`config.mk`:
```
export PLATFORM = sky130hd
export DESIGN_NAME = game_controls_mp
export DESIGN_NICKNAME = d
export VERILOG_FILES = /design/src/rtl/game_controls_mp.sv
export SDC_FILE = /design/constraint.sdc
export NUM_CORES = 1
export LEC_CHECK = 0
export ABC_AREA = 1
export CAP_MARGIN = 25
export CORE_MARGIN = 1.5
export CORE_UTILIZATION = 52
export DETAILED_ROUTE_END_ITERATION = 12
export PLACE_DENSITY = 0.69
export SYNTH_ARGS = -nofsm -noshare
export SYNTH_HDL_FRONTEND = slang
export SYNTH_SLANG_ARGS = --single-unit
```
`constraint.sdc`:
```
create_clock -name clk -period 3.8 [get_ports clk]
set_input_delay 0.76 -clock clk [delete_from_list [all_inputs] [get_ports clk]]
set_output_delay 0.76 -clock clk [all_outputs]
set_load 0.01 [all_outputs]
```
`src/rtl/game_controls_mp.sv`:
```
// Multiplayer game control front end: synchronises and debounces six buttons,
// turns presses into action pulses with auto-repeat, and sequences player turns.
module game_controls_mp #(
  parameter int NUM_PLAYERS   = 2,
  parameter int DB_CYCLES     = 4,
  parameter int REPEAT_DELAY  = 16,
  parameter int REPEAT_PERIOD = 4,
  parameter int LOCK_CYCLES   = 8
) (
  input  logic clk,
  input  logic reset,
  input  logic move_left,
  input  logic move_right,
  input  logic aim_left,
  input  logic aim_right,
  input  logic shoot,
  input  logic start_new_game,
  output logic left_x,
  output logic right_x,
  output logic left_aim,
  output logic right_aim,
  output logic shoot_out,
  output logic [4:0] select,
  output logic [((NUM_PLAYERS > 2) ? $clog2(NUM_PLAYERS) : 1)-1:0] player,
  output logic playing
);
  localparam int PW    = (NUM_PLAYERS > 2) ? $clog2(NUM_PLAYERS) : 1;
  localparam int SHOOT = 4;
  localparam int START = 5;

  typedef enum logic [1:0] {IDLE, PLAY, LOCK} state_t;

  state_t     state, next_state;
  logic [5:0] raw, sync1, sync2, db, db_d, press;
  logic [7:0] db_cnt [6];
  logic [3:0] blocked, rpt_active, rpt_first;
  logic [7:0] rpt_cnt [4];
  logic [7:0] lock_cnt;
  logic [4:0] fire;

  // Bit order matches select, with start_new_game appended on top.
  assign raw = {start_new_game, shoot, aim_right, aim_left, move_right, move_left};

  // A pair with both buttons held is silenced entirely.
  assign blocked = {{2{db_d[3] & db_d[2]}}, {2{db_d[1] & db_d[0]}}};
  assign playing = (state == PLAY) || (state == LOCK);

  function automatic logic [4:0] top_bit(input logic [4:0] v);
    logic [4:0] r;
    r = '0;
    for (int i = 0; i < 5; i++) if (v[i]) r = 5'b00001 << i;
    return r;
  endfunction

  always_ff @(posedge clk) begin
    if (reset) begin
      sync1 <= '0;
      sync2 <= '0;
      db    <= '0;
      db_d  <= '0;
      press <= '0;
      // NOTE: the counter array is part of the debouncer state, so it is cleared
      // element by element like any other register rather than left to power-up.
      for (int i = 0; i < 6; i++) db_cnt[i] <= '0;
    end else begin
      // NOTE: non-blocking updates let the synchroniser chain shift by exactly one
      // stage per edge; blocking ones would collapse it into a single flop.
      sync1 <= raw;
      sync2 <= sync1;
      db_d  <= db;
      press <= db & ~db_d;
      for (int i = 0; i < 6; i++) begin
        if (sync2[i] == db[i]) begin
          db_cnt[i] <= '0;
        end else if (db_cnt[i] == 8'(DB_CYCLES - 1)) begin
          db[i]     <= ~db[i];
          db_cnt[i] <= '0;
        end else begin
          db_cnt[i] <= db_cnt[i] + 8'd1;
        end
      end
    end
  end

  always_ff @(posedge clk) begin
    if (reset) state <= IDLE;
    else       state <= next_state;
  end

  always_comb begin
    // NOTE: every output of this block gets a default before the case, so no
    // path can leave one unassigned and infer a latch.
    next_state = state;
    fire       = '0;
    case (state)
      PLAY: begin
        for (int i = 0; i < 4; i++)
          fire[i] = !blocked[i] && (press[i] || (rpt_active[i] && db_d[i] &&
                    rpt_cnt[i] == (rpt_first[i] ? 8'(REPEAT_DELAY) : 8'(REPEAT_PERIOD))));
        fire[SHOOT] = press[SHOOT];
        if (press[SHOOT]) next_state = LOCK;
      end
      LOCK: if (lock_cnt == 8'(LOCK_CYCLES - 1)) next_state = PLAY;
      default: ;
    endcase
    if (press[START]) begin
      next_state = PLAY;
      fire       = '0;
    end
  end

  // rpt_cnt holds cycles since the last pulse; it is reloaded on every pulse,
  // so it never climbs past its target and cannot wrap.
  always_ff @(posedge clk) begin
    if (reset) begin
      rpt_active <= '0;
      rpt_first  <= '0;
      for (int i = 0; i < 4; i++) rpt_cnt[i] <= '0;
    end else begin
      for (int i = 0; i < 4; i++) begin
        if (press[START] || state != PLAY || blocked[i] || !db_d[i]) begin
          rpt_active[i] <= 1'b0;
          rpt_first[i]  <= 1'b0;
          rpt_cnt[i]    <= '0;
        end else if (fire[i]) begin
          rpt_active[i] <= 1'b1;
          rpt_first[i]  <= press[i];
          rpt_cnt[i]    <= 8'd1;
        end else if (rpt_active[i]) begin
          rpt_cnt[i] <= rpt_cnt[i] + 8'd1;
        end
      end
    end
  end

  always_ff @(posedge clk) begin
    if (reset) begin
      player   <= '0;
      select   <= '0;
      lock_cnt <= '0;
      {shoot_out, right_aim, left_aim, right_x, left_x} <= '0;
    end else begin
      {shoot_out, right_aim, left_aim, right_x, left_x} <= fire;
      if (press[START]) begin
        player   <= '0;
        select   <= '0;
        lock_cnt <= '0;
      end else if (state == PLAY) begin
        lock_cnt <= '0;
        if (fire != '0) select <= top_bit(fire);
      end else if (state == LOCK) begin
        if (next_state == PLAY) begin
          lock_cnt <= '0;
          select   <= '0;
          player   <= (player == PW'(NUM_PLAYERS - 1)) ? '0 : player + PW'(1);
        end else begin
          lock_cnt <= lock_cnt + 8'd1;
        end
      end
    end
  end

endmodule

```
=== Yosys cells after proc, flatten, opt, wreduce, memory -nomap -nowiden ===
Memory sizes are Yosys's and may differ from the RTL's.
Cells that the tools add are included.

* Mux-type cells: 167
* Bitwise logic cells: 47
* Add/sub/neg operators: 12
* Eq/ne operators: 22
* Reductions and logical operators: 47

{| class="wikitable"
|+ Operators by type and width
! kind !! number
|-
| $mux 8 || 31
|-
| $mux 1 || 118
|-
| $add 8x1->8 const B || 11
|-
| $mux 5 || 14
|-
| $eq 8x2->1 const B || 6
|-
| $eq 8x5->1 || 4
|-
| $or 1x1->1 || 30
|-
| $not 1->1 || 13
|-
| $logic_and 1x1->1 || 12
|-
| $logic_or 1x1->1 || 12
|-
| $reduce_and 2->1 || 6
|-
| $reduce_or 2->1 || 5
|-
| $eq 8x3->1 const B || 1
|-
| $and 6x6->6 || 1
|-
| $eq 1x1->1 || 6
|-
| $logic_not 1->1 || 6
|-
| $mux 2 || 3
|-
| $not 6->6 || 1
|-
| $reduce_and 3->1 || 2
|-
| $reduce_bool 5->1 || 1
|-
| $eq 2x1->1 const B || 2
|-
| $ne 2x1->1 const B || 2
|-
| $pmux 2 s2 || 1
|-
| $reduce_bool 2->1 || 2
|-
| other kinds (4) || 5
|}

* Bits of input ports: 8
* Memory bits (writable): 80
* Flip-flop bits (word level): 59
* Memories: 2
* Logic and storage cells: 324

{| class="wikitable"
|+ Memory list
! name !! depth !! width !! rd ports !! clocked after memory_dff !! write ports !! RTL line !! text
|-
| db_cnt || 6 || 8 || 6 || 0 || 6 || 35 || <nowiki>logic [7:0] db_cnt [6];</nowiki>
|-
| rpt_cnt || 4 || 8 || 4 || 0 || 4 || 37 || <nowiki>logic [7:0] rpt_cnt [4];</nowiki>
|}

=== Longest topological paths before layout ===
Gate-level depths: netlist of the first run.

* Word-level depth: 14
* Mapped depth: 15
* Gate-level depth less buffers: 15

=== Worst setup path before layout of the first run ===
OpenSTA, ideal clock, no wires.

* Path type: input-to-reg
* Start: in reset
* End: mem rpt_cnt[0][0] (enable)
* Stages: 4
* Path slack: 1.833 ns
* Arrival: 1.615 ns
* Cell sequence: buf_2 > inv_1 > clkbuf_1 > nand4_1

{| class="wikitable"
|+ RTL lines
! what !! RTL line !! text
|-
| start, declared || 11 || <nowiki>input logic reset,</nowiki>
|-
| end, declared || 37 ||
|}

=== Final worst setup path of the first run ===
* Start: reg state[0]
* End: out playing

* Longest elaborated chain between the ends: 2
* Elaborated cells between the ends (all ways): 3
* Those cells by class: eq/ne: 2; reduce/logical: 1

{| class="wikitable"
|+ Ends and longest elaborated chain
! what !! RTL line !! text
|-
| start, declared || 33 || <nowiki>state_t state, next_state;</nowiki>
|-
| start signal, assigned || 87 || <nowiki>else state <= next_state;</nowiki>
|-
| $eq 2x1->1 or $eq 2x2->1 (tied branches) || 46 || <nowiki>assign playing = (state == PLAY) || (state == LOCK);</nowiki>
|-
| $logic_or 1x1->1 * || 46 ||
|-
| end, declared || 25 || <nowiki>output logic playing</nowiki>
|}

Mark *: on every way between the ends. The rest lies on a longest branch, timed or not.

==> out/summary.txt, run 1 <==
Crit. End Element -> output pin
Die H -> 117 µm
largest net degree at the start of global routing -> 36
vias per cell -> 4.81
I/O pin count -> 20
DR DRC count -> 0
pwr dens -> 424 mW/mm²
Post-CTS Hold Buffers -> 0
worst slew pin tran -> 631 ps
number of global-route vias before repair -> 4991
Num CTS Buffers -> 17
vias -> 5134
R2R depth -> 9
Core Region -> 0.0126 mm²
per-cell routed wire length -> 11.2 µm
# placed instances -> 1036
Cells after Synth -> 802
Worst Path Arrival -> 1880 ps
FILL cells -> 1115
clock power share -> 48.5%
CP Data Required Time -> 3040 ps
violation count after the first detailed-route iteration -> 215
Slew HR -> 57.5%
DIE AREA -> 0.0136 mm²
num rows -> 41
fin area -> 0.00786 mm²
final setup fails -> 0
Avg Cell Area, Syn -> 8.36 µm²
Critical R2R Capture -> rpt_cnt[0][6]
WS Path Type -> register to output pin
Hold Path Origin -> db_d[5]
ant diodes -> 0
most common cell after layout, fill and taps aside -> inv_1
remaining antenna violation count -> 0
crit share post-route -> 69.6%
PortBufs -> 19
Worst Setup Start Kind -> register
total grt overflow -> 0
Post-Place Worst Slack -> 1060 ps
Tmin final -> 2640 ps
post-cts resize count -> 0
IR drop worst, VDD -> 0.000304 V
initial antenna violation count -> 0
HP Class -> register to register
Max clock buf depth -> 2
fin nets -> 909
Logic pwr share -> 2.6%
Finished Layout Cells -> 1068
#FFs+latches synth -> 139
root buf cell -> clkbuf_16
sequential fraction of the synthesis area -> 53.5%
Pre-Repair DR Iteration Count -> 5
Hold Vio Cnt, Final -> 0
final WL -> 11900 µm
layout cell share with drive strength beyond 1 -> 6.47%
htree depth -> 4
P_int -> 2.65 mW
Final WS setup -> 1160 ps
RSZ-0062 raised after global routing -> false
Mapped Area -> 0.00670 mm²
CTS tree -> done
hold path depth -> 1
post-CTS setup buffer count -> 0
placed cell areas -> 0.00727 mm²
Critical R2R Launch -> state[1]
CP max FO -> 5
Starting Density -> 53.1%
Fin Setup TNS -> 0 ps
maxcap violations -> 0
Final Max Slew Viols -> 0
Switching Fraction -> 20.6%
leakage power total -> 3.28 nW
Synth cell types -> 32
Die Span X -> 117 µm
GPL Wtd Cong -> 0.832
Max Clk Rate -> 378 MHz
clk sinks -> 139
first-pass GRT wire length -> 20900 µm
dpl hpwl -> 8730 µm
P&R area growth vs syn -> 17.3%
Worst Hold Slack -> 386 ps
Hold EP -> press[5]
Worst R2R Setup Slack -> 1570 ps
Psw -> 0.686 mW
Clk pin slew, worst setup/hold paths -> 60 ps
Fin Clk Skew -> 5.28 ps
Skew-Pair Late Insertion Delay -> 420 ps
GRT Total Usage -> 19.5%
Reg power frac -> 48.9%
Synthesis Warnings -> 0
most frequent cells in the layout -> 152 x inv_1, 147 x nand2_1, 111 x nor2_1
status -> finished, final reports clean
sequential cells by signal, indices dropped and copies added (netlist names), 2 cells and up:
name,flops
lock_cnt,8
rpt_first,4
select,5
state,2
rpt_cnt,32
rpt_active,4
db,6
sync2,6
sync1,6
db_d,6
db_cnt,48
press,6
layer usage:
| metal | up-vias | wire length [µm] | global-route usage, % |
|---|---|---|---|
| li1 | 2705 | - | - |
| met1 | 2352 | 5680 | 23.4 |
| met2 | 60 | 5740 | 33.5 |
| met3 | 17 | 314 | 4.51 |
| met4 | 0 | 194 | 8.43 |
| met5 | - | 0 | 0 |
cells by family (layout without fill, tap and decap cells):
logic type,count (synthesis),in the layout,synth area share (%)
AND/OR/NAND/NOR,381,381,25.4
other,1,48,0.0559
buffers and inverters,166,213,9.31
adder cells (fa/ha/maj),18,18,3.36
XOR/XNOR,10,10,1.31
flip-flops,139,139,53.5
AO/OA/AOI/OAI,87,87,7.09
critical path: stages (launching register included):
cell             delay (ps)
dfxtp_1                 350
inv_1                    80
ha_1                    360
inv_2                   130
clkdlybuf4s50_1         550
metrics by stage:
| stage | power, mW | util, % |
|---|---|---|
| finish | 3.34 | 62.3 |
| global route | 3.44 | 62.3 |
| CTS | 3.37 | 62.3 |
| detailed placement | 1.75 | 57.6 |
| global placement | 1.74 | 57.6 |
| floorplan | 1.72 | - |
final cells by class:
| class | instances | area, µm² | area share [%] |
|---|---|---|---|
| Timing Repair Buffer | 20 | 198 | 2.51 |
| Multi-Input combinational cell | 544 | 2670 | 34.0 |
| Inverter | 161 | 604 | 7.69 |
| Sequential cell | 139 | 3580 | 45.6 |
| Tap cell | 172 | 215 | 2.74 |
| Clock buffer | 22 | 507 | 6.44 |
| Clock inverter | 10 | 83.8 | 1.07 |
how the worst max path moves through the flow:
| stage | from | to | slack [ps] | depth (start not counted) |
|---|---|---|---|---|
| CTS | state[0] | playing | 1140 | 4 |
| finish | state[0] | playing | 1160 | 4 |
| detailed placement | reset | rpt_cnt[0][2] | 1060 | 6 |
| global placement | reset | rpt_cnt[0][1] | 1160 | 6 |
| global route | state[0] | playing | 1070 | 4 |
| floorplan | reset | rpt_cnt[0][0] | 1830 | 4 |
power by group through the flow:
stage / sequential, mW / combinational, mW / clock [mW]
after detailed placement: 1.66 / 0.0838 / 0
after global routing: 1.64 / 0.101 / 1.71
final: 1.63 / 0.0859 / 1.62
after floorplan: 1.66 / 0.0631 / 0
after CTS: 1.63 / 0.0844 / 1.65
after global placement: 1.66 / 0.0813 / 0
synth_stat cells:
cell type    n  share of area [%]
ha_1        18                3.4
nand3_2      2               0.30
a21boi_0     1               0.11
conb_1       1              0.056
nor3b_1     19                2.1
o211ai_2     1               0.19
inv_1      152                8.5
nand2_2      5               0.47
nand3_1     35                2.6
buf_1        3               0.17
nor2_2       4               0.37
a21oi_2      2               0.26
o21bai_1     1               0.11
nor3_2       1               0.15
o21ai_0     22                1.6
xor2_1      10                1.3
o21a_1       3               0.34
buf_2        1              0.075
nand4_1      7               0.65
nor4_1      12                1.1
nor2_1     111                6.2
edfxtp_1    80                 36
a21oi_1     50                3.7
nor3_1      35                2.6
nor3b_2      2               0.37
clkbuf_1     1              0.056
inv_2        9               0.50
a31oi_1      4               0.37
dfxtp_1     59                 18
nor2_4       1               0.17
o211ai_1     3               0.34
nand2_1    147                8.2
No activity file was read; power rests on OpenSTA's default activity.
==> run 2: changes to the inputs <==
==> constraint.sdc (replaced) <==
create_clock -name clk -period 2.5 [get_ports clk]
set_input_delay 0.5 -clock clk [delete_from_list [all_inputs] [get_ports clk]]
set_output_delay 0.5 -clock clk [all_outputs]
set_load 0.01 [all_outputs]
==> out/summary.txt, run 2 (same netlist as run 1, synthesis figures left out) <==
status -> finished, final reports clean
GPL Wtd Cong -> 0.859
Fin Clk Skew -> 6.12 ps
Worst R2R Setup Slack -> 420 ps
number of global-route vias before repair -> 4927
WS Path Type -> register to output pin
remaining antenna violation count -> 0
per-cell routed wire length -> 11.4 µm
RSZ-0062 raised after global routing -> false
PortBufs -> 19
Hold Vio Cnt, Final -> 0
most common cell after layout, fill and taps aside -> inv_1
Final Util -> 62.4%
R2R depth -> 12
initial antenna violation count -> 0
DR DRC count -> 0
layout cell share with drive strength beyond 1 -> 6.45%
DIE AREA -> 0.0136 mm²
I/O pin count -> 20
pwr dens -> 645 mW/mm²
vias per cell -> 4.79
Tmin final -> 2410 ps
root buf cell -> clkbuf_16
CP Data Required Time -> 2000 ps
Pre-Repair DR Iteration Count -> 5
Slew HR -> 60.5%
GRT Total Usage -> 19.8%
Max Clk Rate -> 415 MHz
Skew-Pair Late Insertion Delay -> 420 ps
leakage power total -> 3.29 nW
first-pass GRT wire length -> 21000 µm
hold path depth -> 1
largest registers -> db_cnt: 48 flops, rpt_cnt: 32 flops, lock_cnt: 8 flops
final setup fails -> 0
Hold Path Origin -> db_d[5]
Fin Setup TNS -> 0 ps
HP Class -> register to register
Core Region -> 0.0126 mm²
Worst Setup Start Kind -> register
maxcap violations -> 0
dpl hpwl -> 9070 µm
final WL -> 12200 µm
CP max FO -> 5
fin nets -> 912
post-cts resize count -> 0
Num CTS Buffers -> 17
Worst Path Arrival -> 1910 ps
Crit. End Element -> output pin
Clk pin slew, worst setup/hold paths -> 50 ps
total grt overflow -> 0
Post-CTS Hold Buffers -> 0
clk sinks -> 139
largest net degree at the start of global routing -> 21
Critical R2R Capture -> select[1]
max FFs per register -> 48
worst slew pin tran -> 588 ps
IR drop worst, VDD -> 0.000326 V
Die Span X -> 117 µm
vias -> 5130
Critical R2R Launch -> state[0]
Top reg by flops -> db_cnt
num rows -> 41
P&R area growth vs syn -> 17.5%
Starting Density -> 53.1%
htree depth -> 4
post-CTS setup buffer count -> 0
most frequent cells in the layout -> 152 x inv_1, 147 x nand2_1, 111 x nor2_1
Hold EP -> press[5]
FILL cells -> 1117
crit share post-route -> 96.4%
ant diodes -> 0
Die H -> 117 µm
Final Max Slew Viols -> 0
Max clock buf depth -> 2
violation count after the first detailed-route iteration -> 272
CTS tree -> done
==> run 2: cell count changes in the layout (fill, tap and decap cells not counted) <==
cell,previous run,this run
clkinv_1,1,0
buf_4,1,4
clkbuf_16,19,18
clkbuf_1,1,5
clkinv_4,2,0
inv_4,2,1
bufinv_16,1,2
==> run 2: where the power goes <==
| part | internal, mW | switching, mW |
|---|---|---|
| logic | 0.0455 | 0.0867 |
| clock network | 1.57 | 0.888 |
| registers | 2.45 | 0.0286 |
==> run 2: metrics by stage <==
stage	hold slack, ps	setup WS (ps)	area [µm²]	cells	total power, mW
after floorplan	373	666	6880	849	2.62
after global placement	382	434	7290	1039	2.65
after detailed placement	387	355	7290	1039	2.66
after CTS	398	75.1	7880	1071	5.11
after global routing	411	0.378	7880	1071	5.26
final	395	89.4	7880	1071	5.08
==> run 2: metal layers <==
| metal | global-route usage (%) | wire, µm | up-vias |
|---|---|---|---|
| met2 | 34.5 | 6090 | 59 |
| met3 | 4.51 | 332 | 15 |
| met1 | 23.7 | 5630 | 2342 |
| li1 | - | - | 2714 |
| met5 | 0 | 0 | - |
| met4 | 8.03 | 152 | 0 |
==> run 2: layout make-up <==
class	instances	area, µm²	share of cell area, %
clock buffers	25	497	6.31
well taps	172	215	2.73
repair buffers	23	220	2.80
flip-flops and latches	139	3580	45.5
multi-input cells	544	2670	33.9
inverters	161	604	7.67
clock inverters	7	86.3	1.10
==> run 2: worst max path at each step <==
stage / start / to / slack, ps / depth (start not counted)
after floorplan: state[0] / select[1] / 670 / 12
after global routing: state[0] / playing / 0.4 / 4
after global placement: reset / rpt_cnt[1][6] / 430 / 4
after CTS: state[0] / playing / 80 / 4
final: state[0] / playing / 90 / 4
after detailed placement: reset / lock_cnt[0] / 360 / 5
==> run 2: worst max-delay path, cell delays in order (launching register included) <==
cell	delay, ps
dfxtp_1	360
inv_1	90
ha_1	360
inv_2	130
clkdlybuf4s50_1	560
